--- config.mk ---
export PLATFORM = sky130hd
export DESIGN_NAME = hex_keypad_scanner
export DESIGN_NICKNAME = d
export VERILOG_FILES = /design/src/rtl/hex_keypad_pkg.sv /design/src/rtl/hex_keypad_scanner_sync.sv /design/src/rtl/hex_keypad_scanner.sv
export SDC_FILE = /design/constraint.sdc
export NUM_CORES = 1
export LEC_CHECK = 0
export BUFFER_PORTS_ARGS = -buffer_cell sky130_fd_sc_hd__buf_2
export CAP_MARGIN = 20
export CELL_PAD_IN_SITES_DETAIL_PLACEMENT = 1
export CELL_PAD_IN_SITES_GLOBAL_PLACEMENT = 2
export CORE_AREA = 2 2 74 76
export DETAILED_ROUTE_END_ITERATION = 8
export DIE_AREA = 0 0 76 78
export GPL_TIMING_DRIVEN = 0
export HOLD_SLACK_MARGIN = 0.02
export PLACE_DENSITY = 0.91
export SYNTH_ARGS = -nofsm -noshare
export SYNTH_HDL_FRONTEND = slang
export SYNTH_SLANG_ARGS = --single-unit
export TNS_END_PERCENT = 100
--- constraint.sdc ---
create_clock -name clock -period 6.65 [get_ports clock]
set_input_delay 1.33 -clock clock [delete_from_list [all_inputs] [get_ports clock]]
set_output_delay 1.33 -clock clock [all_outputs]
set_load 0.1 [all_outputs]
--- src/rtl/hex_keypad_pkg.sv ---
// hex_keypad_pkg: shared types, keymap and row-priority helper for the keypad scanner.
package hex_keypad_pkg;

    typedef enum logic [1:0] {SCAN, DEBOUNCE, PRESSED} kp_state_t;

    typedef struct packed {
        logic       any;
        logic [1:0] idx;
    } prio_t;

    // Indexed [row][col]
    localparam logic [3:0] KEYMAP [4][4] = '{
        '{4'h1, 4'h2, 4'h3, 4'hA},
        '{4'h4, 4'h5, 4'h6, 4'hB},
        '{4'h7, 4'h8, 4'h9, 4'hC},
        '{4'h0, 4'hF, 4'hE, 4'hD}
    };

    // Lowest active-low row index wins
    function automatic prio_t row_prio(input logic [3:0] r);
        prio_t p;
        p.any = ~&r;
        p.idx = ~r[0] ? 2'd0 : ~r[1] ? 2'd1 : ~r[2] ? 2'd2 : 2'd3;
        return p;
    endfunction

endpackage

--- src/rtl/hex_keypad_scanner_sync.sv ---
// sync_2ff: two-flop synchroniser, resets to all-ones (idle pulled-up rows).
module sync_2ff #(
    parameter int WIDTH = 4
) (
    input  logic             clock,
    input  logic             reset,
    input  logic [WIDTH-1:0] d,
    output logic [WIDTH-1:0] q
);
    logic [WIDTH-1:0] meta;

    always_ff @(posedge clock or posedge reset)
        if (reset) begin
            meta <= '1;
            q    <= '1;
        end else begin
            meta <= d;
            q    <= meta;
        end

endmodule

--- src/rtl/hex_keypad_scanner.sv ---
// hex_keypad_scanner: scans a 4x4 active-low keypad, debounces press/release, reports hex key.
module hex_keypad_scanner
    import hex_keypad_pkg::*;
#(
    parameter int SCAN_DIV     = 50_000,
    parameter int DEBOUNCE_CNT = 4
) (
    input  logic       clock,
    input  logic       reset,
    input  logic [3:0] rows,
    output logic [3:0] cols,
    output logic [3:0] key_value,
    output logic       key_valid,
    output logic       key_held
);
    localparam int DW = $clog2(SCAN_DIV);
    localparam int CW = $clog2(DEBOUNCE_CNT + 1);

    kp_state_t     state, state_n;
    logic [3:0]    rows_s;
    logic [DW-1:0] dwell;
    logic [CW-1:0] cnt, cnt_n, cnt_inc;
    logic [1:0]    col_idx, lat_row, lat_col;
    logic          sample, rotate, latch, accept;
    prio_t         prio;

    sync_2ff #(.WIDTH(4)) u_sync (
        .clock(clock),
        .reset(reset),
        .d    (rows),
        .q    (rows_s)
    );

    assign sample  = dwell == DW'(SCAN_DIV - 1);
    assign cnt_inc = cnt + 1'b1;
    assign prio    = row_prio(rows_s);

    always_ff @(posedge clock or posedge reset)
        if (reset) state <= SCAN;
        else       state <= state_n;

    always_comb begin
        state_n = state;
        cnt_n   = cnt;
        rotate  = 1'b0;
        latch   = 1'b0;
        accept  = 1'b0;
        if (sample)
            case (state)
                SCAN:
                    if (!prio.any) rotate = 1'b1;
                    else begin
                        latch = 1'b1;
                        if (DEBOUNCE_CNT == 1) begin
                            accept  = 1'b1;
                            state_n = PRESSED;
                            cnt_n   = '0;
                        end else begin
                            state_n = DEBOUNCE;
                            cnt_n   = CW'(1);
                        end
                    end
                DEBOUNCE:
                    if (prio.any && prio.idx == lat_row) begin
                        if (cnt_inc == CW'(DEBOUNCE_CNT)) begin
                            accept  = 1'b1;
                            state_n = PRESSED;
                            cnt_n   = '0;
                        end else cnt_n = cnt_inc;
                    end else begin
                        state_n = SCAN;
                        cnt_n   = '0;
                        rotate  = 1'b1;
                    end
                PRESSED:
                    if (rows_s[lat_row]) begin
                        if (cnt_inc == CW'(DEBOUNCE_CNT)) begin
                            state_n = SCAN;
                            cnt_n   = '0;
                            rotate  = 1'b1;
                        end else cnt_n = cnt_inc;
                    end else cnt_n = '0;
                default: state_n = SCAN;
            endcase
    end

    always_comb begin
        cols     = ~(4'b0001 << col_idx);
        key_held = state == PRESSED;
    end

    // Acceptance straight from SCAN uses the live indices, otherwise the latched ones
    always_ff @(posedge clock or posedge reset)
        if (reset) begin
            dwell     <= '0;
            cnt       <= '0;
            col_idx   <= 2'd0;
            lat_row   <= 2'd0;
            lat_col   <= 2'd0;
            key_value <= 4'h0;
            key_valid <= 1'b0;
        end else begin
            dwell     <= sample ? '0 : dwell + 1'b1;
            cnt       <= cnt_n;
            col_idx   <= col_idx + {1'b0, rotate};
            lat_row   <= latch ? prio.idx : lat_row;
            lat_col   <= latch ? col_idx : lat_col;
            key_value <= accept ? KEYMAP[latch ? prio.idx : lat_row][latch ? col_idx : lat_col] : key_value;
            key_valid <= accept;
        end

endmodule

==> metrics.md, run 1 <==
| Metric | Value |
|---|---|
| Outcome | `finished, final reports clean` |
| HPWL Detailed | `2858 um` |
| Die footprint | `0.005928 mm^2` |
| # hold bufs at CTS | `0` |
| Synth Area in Compound Gates | `0.08818` |
| Max-slew violation count | `0` |
| Worst Tran Pin Value | `808.2 ps` |
| Core Rows | `26` |
| Setup CP Type | `reg -> out` |
| DR vias/cell | `4.976` |
| VDD IR-drop max | `0.1247 mV` |
| CP delay by family, top | `buffers and inverters` |
| Mean post-synth cell area | `10.42 um^2` |
| Slew HR | `0.4604` |
| Post-cts resize count | `0` |
| Post-synth EDFFs | `0` |
| CP max stage cell | `buf_2` |
| Crit path time final | `2946 ps` |
| Maxcap violations | `0` |
| CTS Buf Count | `5` |
| Total Wirelength | `3807 um` |
| Largest family of logic cells by synthesized area | `simple AND/OR/NAND/NOR gates` |
| Synth Area in Simple Gates | `0.1776` |
| Initial cell density of the core | `0.4052` |
| GP Congestion | `0.8168` |
| Number of port buffers | `15` |
| Setup Viol. Count Final | `0` |
| Largest net degree at the start of global routing | `41` |
| Leakage | `1.086 nW` |
| Die width | `76 um` |
| Syn Inst Count | `196` |
| First-pass GRT wire length | `6837 um` |
| Nets | `235` |
| Primary FF master, synth | `dfrtp_1` |
| Routed length per instance | `13.17 um` |
| Commonest cells in the synthesized netlist | `dfrtp_1, inv_1, nand2_1` |
| Clock Tree Root | `clkbuf_8` |
| Layout cells sized above 1 | `0.1872` |
| Total negative slack | `0 ps` |
| Cell variety after synth | `45` |
| Mux cell area share after synthesis | `0.04899` |
| Vias | `1438` |
| Gr ovfl total | `0` |
| Drt pass-1 iters | `4` |
| Clock buffer depth | `2` |
| Final WS setup | `3704 ps` |
| Max Freq | `339.4 MHz` |
| Critical Path AT | `1620 ps` |
| XOR/XNOR Fraction of Synth Area | `0.06859` |
| Die height | `78 um` |
| DRC viols | `0` |
| Count leader, synth | `dfrtp_1` |
| RSZ-0062 raised after global routing | `false` |
| CP max stage delay | `420 ps` |
| Cell Area, Synth | `0.002043 mm^2` |
| Dpl ws | `3801 ps` |
| GRT Util Overall | `0.1444` |
| Final ANT Viol Nets | `0` |
| Deepest level of the CTS H-tree | `2` |
| Iter 0 DRT Violations | `57` |
| Initial antenna violation count | `0` |
| Cell taking the most area after synthesis | `dfrtp_1` |
| P&R area growth vs syn | `12.13%` |
| CP max FO | `10` |
| Adder-Cell Fraction of Synth Area | `0.07287` |
| CP Capture Type | `primary output` |
| Vias in the first global route | `1470` |
| Setup Skew | `11.68 ps` |
| I/O Pins | `16` |
| Antenna Cells | `0` |
| Worst-path cell chain | `clkbuf_1, or2_2, buf_2` |
| Worst Setup Start Kind | `flop` |
| Top-area cell type share of the netlist area | `0.3919` |
| Core area | `0.005042 mm^2` |
| Skew-Pair Late Insertion Delay | `290 ps` |
| Worst hold path class | `reg -> reg` |
| PwrDens | `180.9 mW/mm^2` |
| CTS tree | `yes` |
| Tcrit/Tclk final | `0.4430` |
| Post-Syn Nets | `213` |
| Seq cells post-synth | `40` |
| WP data required | `5320 ps` |
| Fin. Hold Viols | `0` |
| Synth area leaders | `dfrtp_1, dfstp_2, ha_1` |
| Clock transition at path regs | `70 ps` |
| Sequential area share after synthesis | `0.4948` |
| Yosys warnings | `0` |
| Final Util | `0.4543` |
| Critical path buffers and inverters | `2` |
| Clk sink count | `40` |
| Async set or reset register ratio after synthesis | `1.000` |
| Setup repair bufs after CTS | `0` |
## layout by cell type, fill, tap and decap left out, types with 2 or more instances in the layout
cell type	n
a21oi_1	7
nand3_1	11
a211oi_1	2
mux2i_1	3
nor2_1	15
o21ai_0	5
o21ai_1	4
nor3_1	3
xor2_1	11
buf_2	17
ha_1	11
a31oi_1	2
nand2_1	16
xnor2_1	5
dfstp_2	8
clkbuf_8	5
o31ai_1	3
nor2b_1	2
nand2b_1	4
and2_1	2
and3_1	6
inv_1	17
clkbuf_1	4
dfrtp_1	32
## cell families (layout without fill, tap and decap cells)
| logic type | after synthesis | after routing |
|---|---|---|
| and+or+nand+nor | 68 | 68 |
| muxes | 7 | 7 |
| DFF | 40 | 40 |
| AOI/OAI and AO/OA | 29 | 29 |
| buffers and inverters | 24 | 47 |
| adders and majority gates | 12 | 12 |
| xor gates and xnor gates | 16 | 16 |
## per-stage QoR
step / area, um^2 / hold WS [ps] / std cells / power [W]
floorplan: 2043 / 345.2 / 196 / 0.0002600
global placement: 2206 / 346.0 / 281 / 0.0002637
detailed placement: 2206 / 349.7 / 281 / 0.0002644
CTS: 2291 / 365.6 / 289 / 0.0004214
global route: 2291 / 366.9 / 289 / 0.0004317
finish: 2291 / 359.4 / 289 / 0.0004143
## report_power, final
group	switching (W)	total (W)	leakage [nW]	internal (W)
Clock	0.0000803	0.000155	0.0424	0.0000749
Combinational	0.00000681	0.00000930	0.526	0.00000248
Sequential	0.00000223	0.000250	0.517	0.000248
Total	0.0000894	0.000414	1.09	0.000325
## layout make-up
cell class              count  area, um^2
multi-input cells         132       932.1
flip-flops and latches     40        1011
inverters                  19       71.32
repair buffers             15       75.07
clock buffers               7       76.32
clock inverters             1       8.758
well taps                  70       87.58
fillers                   566        2751
plain buffers               5       28.78
## final timing paths
path / cells after the start / endpoint / slack (ps) / start
setup / recovery: 3 / cols[0] / 3700 / col_idx[0]
hold / removal: 0 / u_sync.q[3] / 360 / u_sync.meta[3]
setup reg to reg: 12 / key_value[1] / 3790 / dwell[0]
hold reg to reg: 0 / u_sync.q[3] / 360 / u_sync.meta[3]
max in group asynchronous: 2 / col_idx[0] / 4940 / reset
min in group asynchronous: 2 / lat_row[0] / 1200 / reset
## registers in the layout, summed over array words and instances (netlist names)
name	cells
lat_col	2
col_idx	2
key_value	4
key_valid	1
cnt	3
lat_row	2
dwell	16
u_sync.meta	4
state	2
u_sync.q	4
## layer usage
layer,vias up,global-route usage,part of all wire
met1,703,0.1912,0.49
met5,-,0,0
met4,0,0.05455,0.019
met2,19,0.2330,0.46
li1,710,-,-
met3,6,0.03256,0.026
Note: power is estimated with default switching activity, not from simulation.
==> inputs of run 2 (changes only) <==
--- a/config.mk
+++ b/config.mk
@@ -5,16 +5,17 @@
 export SDC_FILE = /design/constraint.sdc
 export NUM_CORES = 1
 export LEC_CHECK = 0
+export ABC_AREA = 1
 export BUFFER_PORTS_ARGS = -buffer_cell sky130_fd_sc_hd__buf_2
 export CAP_MARGIN = 20
 export CELL_PAD_IN_SITES_DETAIL_PLACEMENT = 1
 export CELL_PAD_IN_SITES_GLOBAL_PLACEMENT = 2
-export CORE_AREA = 2 2 74 76
+export CORE_AREA = 2 2 87 89
 export DETAILED_ROUTE_END_ITERATION = 8
-export DIE_AREA = 0 0 76 78
+export DIE_AREA = 0 0 89 91
 export GPL_TIMING_DRIVEN = 0
 export HOLD_SLACK_MARGIN = 0.02
-export PLACE_DENSITY = 0.91
+export PLACE_DENSITY = 0.82
 export SYNTH_ARGS = -nofsm -noshare
 export SYNTH_HDL_FRONTEND = slang
 export SYNTH_SLANG_ARGS = --single-unit
==> constraint.sdc (replaced) <==
create_clock -name clock -period 2.69 [get_ports clock]
set_input_delay 0.538 -clock clock [delete_from_list [all_inputs] [get_ports clock]]
set_output_delay 0.538 -clock clock [all_outputs]
set_load 0.1 [all_outputs]
==> metrics.md, run 2 <==
| Metric | Value |
|---|---|
| Post-cts resize count | `0 (unchanged)` |
| Primary FF master, synth | `dfrtp_1` |
| Total negative slack | `0 ps (unchanged)` |
| Initial cell density of the core | `0.3200 (-0.08526)` |
| GRT busiest layer | `met2` |
| Iter 0 DRT Violations | `23 (-60%)` |
| CTS tree | `yes` |
| Skew-Pair Late Insertion Delay | `300 ps (about the same)` |
| Yosys warnings | `0 (unchanged)` |
| Commonest cells after routing, fill and taps aside | `nand2_1, inv_1, dfrtp_1` |
| Critical Path AT | `2420 ps (+800 ps)` |
| Setup Skew | `8.941 ps (-2.739 ps)` |
| DP Area | `0.002482 mm^2 (+13%)` |
| Most flop-heavy register | `dwell` |
| Sequential area share after synthesis | `0.4427 (-0.05206)` |
| Number of port buffers | `15 (unchanged)` |
| P&R area growth vs syn | `13.59%` |
| # hold bufs at CTS | `0 (unchanged)` |
| Clock transition at path regs | `90 ps (+20 ps)` |
| Max-slew violation count | `0 (unchanged)` |
| HPWL Detailed | `3681 um (+29%)` |
| Fin. Hold Viols | `0 (unchanged)` |
| Met2 usage | `0.2046 (-0.02843)` |
| GRT Util Overall | `0.1298 (-0.01459)` |
| Layout cells sized above 1 | `0.2721 (+0.08487)` |
| Core area | `0.007137 mm^2 (+42%)` |
| First-pass GRT wire length | `8059 um (+18%)` |
| Nets | `299 (+27%)` |
| Vias | `1673 (+16%)` |
| Slew HR | `0.4411 (-0.01933)` |
| Seq cells post-synth | `40 (unchanged)` |
| Crit path time final | `2177 ps` |
| Syn Inst Count | `260 (+33%)` |
| Count leader, synth | `nand2_1` |
| Gr ovfl total | `0 (unchanged)` |
| CP Capture Type | `flop` |
| Cell taking the most area after synthesis | `dfrtp_1` |
| DR vias/cell | `4.380 (-12%)` |
| Die height | `91 um (+17%)` |
| Mean post-synth cell area | `8.782 um^2 (-16%)` |
| Met3 GRT Util | `0.03273 (+0.0001691)` |
| Cell variety after synth | `31 (-31%)` |
| Tcrit/Tclk final | `0.8093` |
| DRC viols | `0 (unchanged)` |
| Synth area leaders | `dfrtp_1, dfstp_2, nand2_1` |
| Final ANT Viol Nets | `0 (unchanged)` |
| Post-Syn Nets | `277 (+30%)` |
| CTS Buf Count | `5 (unchanged)` |
| I/O Pins | `16 (unchanged)` |
| Die footprint | `0.008099 mm^2 (+37%)` |
| Total power | `0.001138 W (+170%)` |
| Worst hold path class | `in -> reg` |
| GP Congestion | `0.7642 (-6.4%)` |
| Vias in the first global route | `1718 (+17%)` |
| Worst Setup Start Kind | `flop` |
| Leakage | `1.294 nW (+19%)` |
| Clk sink count | `40 (unchanged)` |
| VDD IR-drop max | `0.1904 mV (+53%)` |
| Clock buffer depth | `2 (unchanged)` |
| Drt pass-1 iters | `4 (unchanged)` |
| Post-placement cell count | `374 (+33%)` |
| Top-area cell type share of the netlist area | `0.3507 (-0.04123)` |
| PwrDens | `438.7 mW/mm^2 (+140%)` |
| Die width | `89 um (+17%)` |
| Maxcap violations | `0 (unchanged)` |
| GR Util met1 | `0.1700 (-0.02117)` |
| Routed length per instance | `12.21 um (-7.3%)` |
| Clock Tree Root | `clkbuf_8` |
| Initial antenna violation count | `0 (unchanged)` |
| Setup CP Type | `reg -> reg` |
| Cell Area, Synth | `0.002283 mm^2 (+12%)` |
| Worst Tran Pin Value | `837.2 ps (+28.96 ps)` |
| Commonest cells in the synthesized netlist | `nand2_1, inv_1, dfrtp_1` |
| Deepest level of the CTS H-tree | `2 (unchanged)` |
| Post-route cell area | `0.002594 mm^2 (+13%)` |
| Max Freq | `459.3 MHz` |
| Largest net degree at the start of global routing | `41 (unchanged)` |
| Post-synth EDFFs | `0 (unchanged)` |
| Setup Viol. Count Final | `0 (unchanged)` |
| Antenna Cells | `0 (unchanged)` |
| RSZ-0062 raised after global routing | `false` |
| CP max FO | `7 (-3)` |
| Outcome | `finished, final reports clean` |
| Core Rows | `31 (+19%)` |
| Most common cell after layout, fill and taps aside | `nand2_1` |
| Async set or reset register ratio after synthesis | `1.000 (unchanged)` |
| WP data required | `2930 ps (-2390 ps)` |
| Max reg flops | `16 (unchanged)` |
| Setup repair bufs after CTS | `0 (unchanged)` |
| Layout Cells excl Fill | `382 (+32%)` |
| Total Wirelength | `4665 um (+23%)` |
## run 2: cell count changes after synthesis, sizes merged, moves of 5 or more
cell / change
nand2: +50
inv: +24
nor2: +20
nand3: +8
nand4: +8
and3: -6
mux2i: -5
## run 2: cells by family after synthesis
kind of cell | share of synthesized area
AOI/OAI and AO/OA | 0.05370
xor gates and xnor gates | 0.03452
adders and majority gates | 0.06027
buffers and inverters | 0.07068
DFF | 0.4427
and+or+nand+nor | 0.3381
## run 2: final timing paths
kind / slack, ps / depth (start not counted) / startpoint / end
worst min-delay path: 320 / 1 / rows[1] / u_sync.meta[1]
worst max-delay path: 510 / 14 / state[0] / key_value[2]
max in group asynchronous: 1760 / 2 / reset / key_value[2]
min in group asynchronous: 400 / 2 / reset / state[0]
worst max register to register: 510 / 14 / state[0] / key_value[2]
worst min register to register: 360 / 0 / u_sync.meta[3] / u_sync.q[3]
## run 2: critical path, cell delays in order (launching register included)
cell and delay, ps:
dfrtp_1 410, inv_1 110, ha_1 210, inv_1 80
nor2_4 240, nand3_4 130, nand2_1 70, nand2_1 100
inv_1 120, ha_1 230, inv_1 70, nand3_1 90
nand3_1 100, nand3_1 80, nand2_1 60
## run 2: power breakdown
group          switching, W  internal [W]
clock network      0.000222      0.000275
logic             0.0000204    0.00000613
registers        0.00000295      0.000612
total              0.000245      0.000892
## run 2: per-layer routing
| metal | wire, um | part of all wire |
|---|---|---|
| met1 | 2303 | 0.49 |
| met2 | 2169 | 0.46 |
| met3 | 119 | 0.026 |
| met4 | 74 | 0.016 |
| met5 | 0 | 0 |
## run 2: through the flow
step / hold WS [ps] / setup WS [ps] / util
2_1_floorplan: 345.2 / 634.3 / -
3_3_place_gp: 345.8 / 559.9 / 0.3478
3_5_place_dp: 347.8 / 530.5 / 0.3478
4_1_cts: 313.1 / 487.3 / 0.3634
5_1_grt: 308.1 / 295.8 / 0.3634
6_report: 322.2 / 513.0 / 0.3634
## run 2: area by class of cell
| cell class | instances | area (um^2) |
|---|---|---|
| clock buffers | 5 | 68.82 |
| clock inverters | 3 | 42.54 |
| fillers | 880 | 4543 |
| inverters | 43 | 161.4 |
| multi-input cells | 177 | 1111 |
| flip-flops and latches | 40 | 1011 |
| well taps | 99 | 123.9 |
| repair buffers | 15 | 75.07 |
==> inputs of run 3 (changes only) <==
==> constraint.sdc (replaced) <==
create_clock -name clock -period 1.75 [get_ports clock]
set_input_delay 0.35 -clock clock [delete_from_list [all_inputs] [get_ports clock]]
set_output_delay 0.35 -clock clock [all_outputs]
set_load 0.1 [all_outputs]
==> metrics.md, run 3 (synthesized netlist as in run 2, its figures left out) <==
| Metric | Value |
|---|---|
| Setup Skew | `6.763 ps (-2.178 ps)` |
| Sw power | `0.0003738 W (+52%)` |
| Post-route cell area | `0.003047 mm^2 (+17%)` |
| I/O Pins | `16 (unchanged)` |
| Setup CP Type | `reg -> reg` |
| Commonest cells after routing, fill and taps aside | `nand2_1, buf_4, inv_1` |
| Setup Viol. Count Final | `7 (+7)` |
| Violated checks | `setup timing` |
| Layout Cells excl Fill | `418 (+9.4%)` |
| CP max stage cell | `dfrtp_1` |
| Die width | `89 um (unchanged)` |
| Maxcap violations | `0 (unchanged)` |
| Antenna Cells | `0 (unchanged)` |
| GRT Util Overall | `0.1446 (+0.01478)` |
| Tcrit/Tclk final | `1.056 (+0.2468)` |
| Initial cell density of the core | `0.3200 (unchanged)` |
| Die footprint | `0.008099 mm^2 (unchanged)` |
| CTS Buf Count | `5 (unchanged)` |
| Final WS setup | `-98.10 ps (-611.1 ps)` |
| DRC viols | `0 (unchanged)` |
| Die height | `91 um (unchanged)` |
| Final Util | `0.4269 (+0.06346)` |
| Net Sw Frac | `0.2130 (-0.002717)` |
| Slew HR | `0.4429 (+0.001792)` |
| VDD IR-drop max | `0.3035 mV (+59%)` |
| Outcome | `finished, violations left` |
| Largest net degree at the start of global routing | `41 (unchanged)` |
| Critical path buffers and inverters | `4 (unchanged)` |
| Combinational share of power | `0.032 (+0.009)` |
| Vias | `1878 (+12%)` |
| Iter 0 DRT Violations | `42 (+83%)` |
| HPWL Detailed | `3776 um (+2.6%)` |
| Final ANT Viol Nets | `0 (unchanged)` |
| Max Freq | `541.1 MHz (+18%)` |
| Nets | `335 (+12%)` |
| Clock power share | `0.429 (-0.007)` |
| Worst Setup Start Kind | `flop` |
| PwrDens | `576.1 mW/mm^2 (+31%)` |
| P_int | `0.001381 W (+55%)` |
| Deepest level of the CTS H-tree | `2 (unchanged)` |
| Worst hold path class | `in -> reg` |
| Clk sink count | `40 (unchanged)` |
| DP Area | `0.002547 mm^2 (+2.6%)` |
| Worst Tran Pin Value | `834.5 ps (-2.684 ps)` |
| WP data required | `1940 ps (-990 ps)` |
| DR vias/cell | `4.493 (+2.6%)` |
| Clock Tree Root | `clkbuf_8` |
| Core Rows | `31 (unchanged)` |
| Clock buffer depth | `2 (unchanged)` |
| Core area | `0.007137 mm^2 (unchanged)` |
| Skew-Pair Late Insertion Delay | `290 ps (about the same)` |
| # hold bufs at CTS | `0 (unchanged)` |
| Sequential share of power | `0.540 (about the same)` |
| Initial antenna violation count | `0 (unchanged)` |
| CP max stage delay | `400 ps (about the same)` |
| Worst-path cell chain | `inv_2, ha_4, inv_2, nor2_4, nand3_4, nand2_2, nand2_2, inv_2, ha_4, inv_2, nand2_1, nand3_1, nand2_1, nand2_1, nand2_1` |
| Leakage | `1.497 nW (+16%)` |
| Fin. Hold Viols | `0 (unchanged)` |
| Layout cells sized above 1 | `0.4483 (+0.1762)` |
| Most flop-heavy register | `dwell` |
| Crit path time final | `1848 ps (-328.9 ps)` |
| Max-slew violation count | `0 (unchanged)` |
| Total Wirelength | `5680 um (+22%)` |
| Gr ovfl total | `0 (unchanged)` |
| CTS tree | `yes` |
| Vias in the first global route | `1988 (+16%)` |
| Post-placement cell count | `374 (unchanged)` |
| P&R area growth vs syn | `33.42%` |
| Dpl ws | `-205.9 ps (-736.4 ps)` |
| R2r setup slk | `-100 ps (-610 ps)` |
| Worst hold slack | `147.7 ps (-174.5 ps)` |
| Number of port buffers | `15 (unchanged)` |
| CP max FO | `4 (-3)` |
| Critical Path AT | `2040 ps (-380 ps)` |
| GP Congestion | `0.7523 (-1.6%)` |
| Max reg flops | `16 (unchanged)` |
| RSZ-0062 raised after global routing | `true` |
| Drt pass-1 iters | `4 (unchanged)` |
| CP Capture Type | `flop` |
| First-pass GRT wire length | `9246 um (+15%)` |
| Most common cell after layout, fill and taps aside | `nand2_1` |
| CP delay by family, top | `simple AND/OR/NAND/NOR gates` |
| Routed length per instance | `13.59 um (+11%)` |
| Clock transition at path regs | `80 ps (about the same)` |
## run 3: changes by cell type in the layout (fill, tap and decap cells not counted), moves of 4 or more
| cell | before | now |
|---|---|---|
| buf_4 | 0 | 35 |
| nand2_1 | 54 | 44 |
| inv_1 | 37 | 29 |
| inv_2 | 5 | 13 |
| nand2_2 | 8 | 14 |
| ha_1 | 11 | 6 |
| nor2_4 | 2 | 7 |
| dfrtp_1 | 32 | 28 |
| dfrtp_2 | 0 | 4 |
## run 3: layout make-up
cell class                      instances  area [um^2]
Sequential cell                        40         1016
Clock inverter                          2        35.03
Clock buffer                            6        72.57
Timing Repair Buffer                   51        371.6
Fill cell                             869         4090
Inverter                               43        161.4
Multi-Input combinational cell        177         1266
Tap cell                               99        123.9
## run 3: what timing repair did
| action | CTS | global route |
|---|---|---|
| buffers inserted | 20 | 16 |
| gates resized for setup | 16 | 22 |
| endpoints found under the setup margin | 7 | 14 |
| pin swaps | 13 | 17 |
## run 3: through the flow
step                TNS [ps]  total power, W
floorplan             -39.14       0.0009903
finish                -411.7        0.001755
CTS                   -123.9        0.001770
detailed placement    -559.0        0.001007
global placement       -3494        0.001006
global route           -1890        0.001829
## run 3: path summary, 6_finish.rpt
kind | from | endpoint | depth (start not counted)
setup / recovery | state[0] | key_value[1] | 15
hold / removal | rows[0] | u_sync.meta[0] | 1
setup reg to reg | state[0] | key_value[1] | 15
hold reg to reg | u_sync.meta[0] | u_sync.q[0] | 0
max in group asynchronous | reset | dwell[7] | 2
min in group asynchronous | reset | cnt[0] | 2
## run 3: power groups by stage
stage / clock network [W] / logic [W] / registers, W
floorplan: 0 / 0.0000293 / 0.000961
detailed placement: 0 / 0.0000449 / 0.000963
global route: 0.000817 / 0.0000637 / 0.000948
global placement: 0 / 0.0000435 / 0.000962
finish: 0.000752 / 0.0000560 / 0.000947
CTS: 0.000775 / 0.0000495 / 0.000946
## run 3: per-layer routing
layer	wire length, um	global-route usage	vias to the layer above	share of wire
met5	0	0	-	0
met4	62	0.03856	0	0.011
met3	110	0.02818	6	0.019
met2	3029	0.2425	17	0.53
met1	2478	0.1887	918	0.44
li1	-	-	937	-
## run 3: worst register-to-register path, cell delays in order, from the launching register on
cell and delay [ps]:
dfrtp_1 400, inv_2 110, ha_4 170, inv_2 50, nor2_4 140, nand3_4 120
nand2_2 80, nand2_2 60, inv_2 90, ha_4 210, inv_2 50, nand2_1 40
nand3_1 60, nand2_1 60, nand2_1 60, nand2_1 50
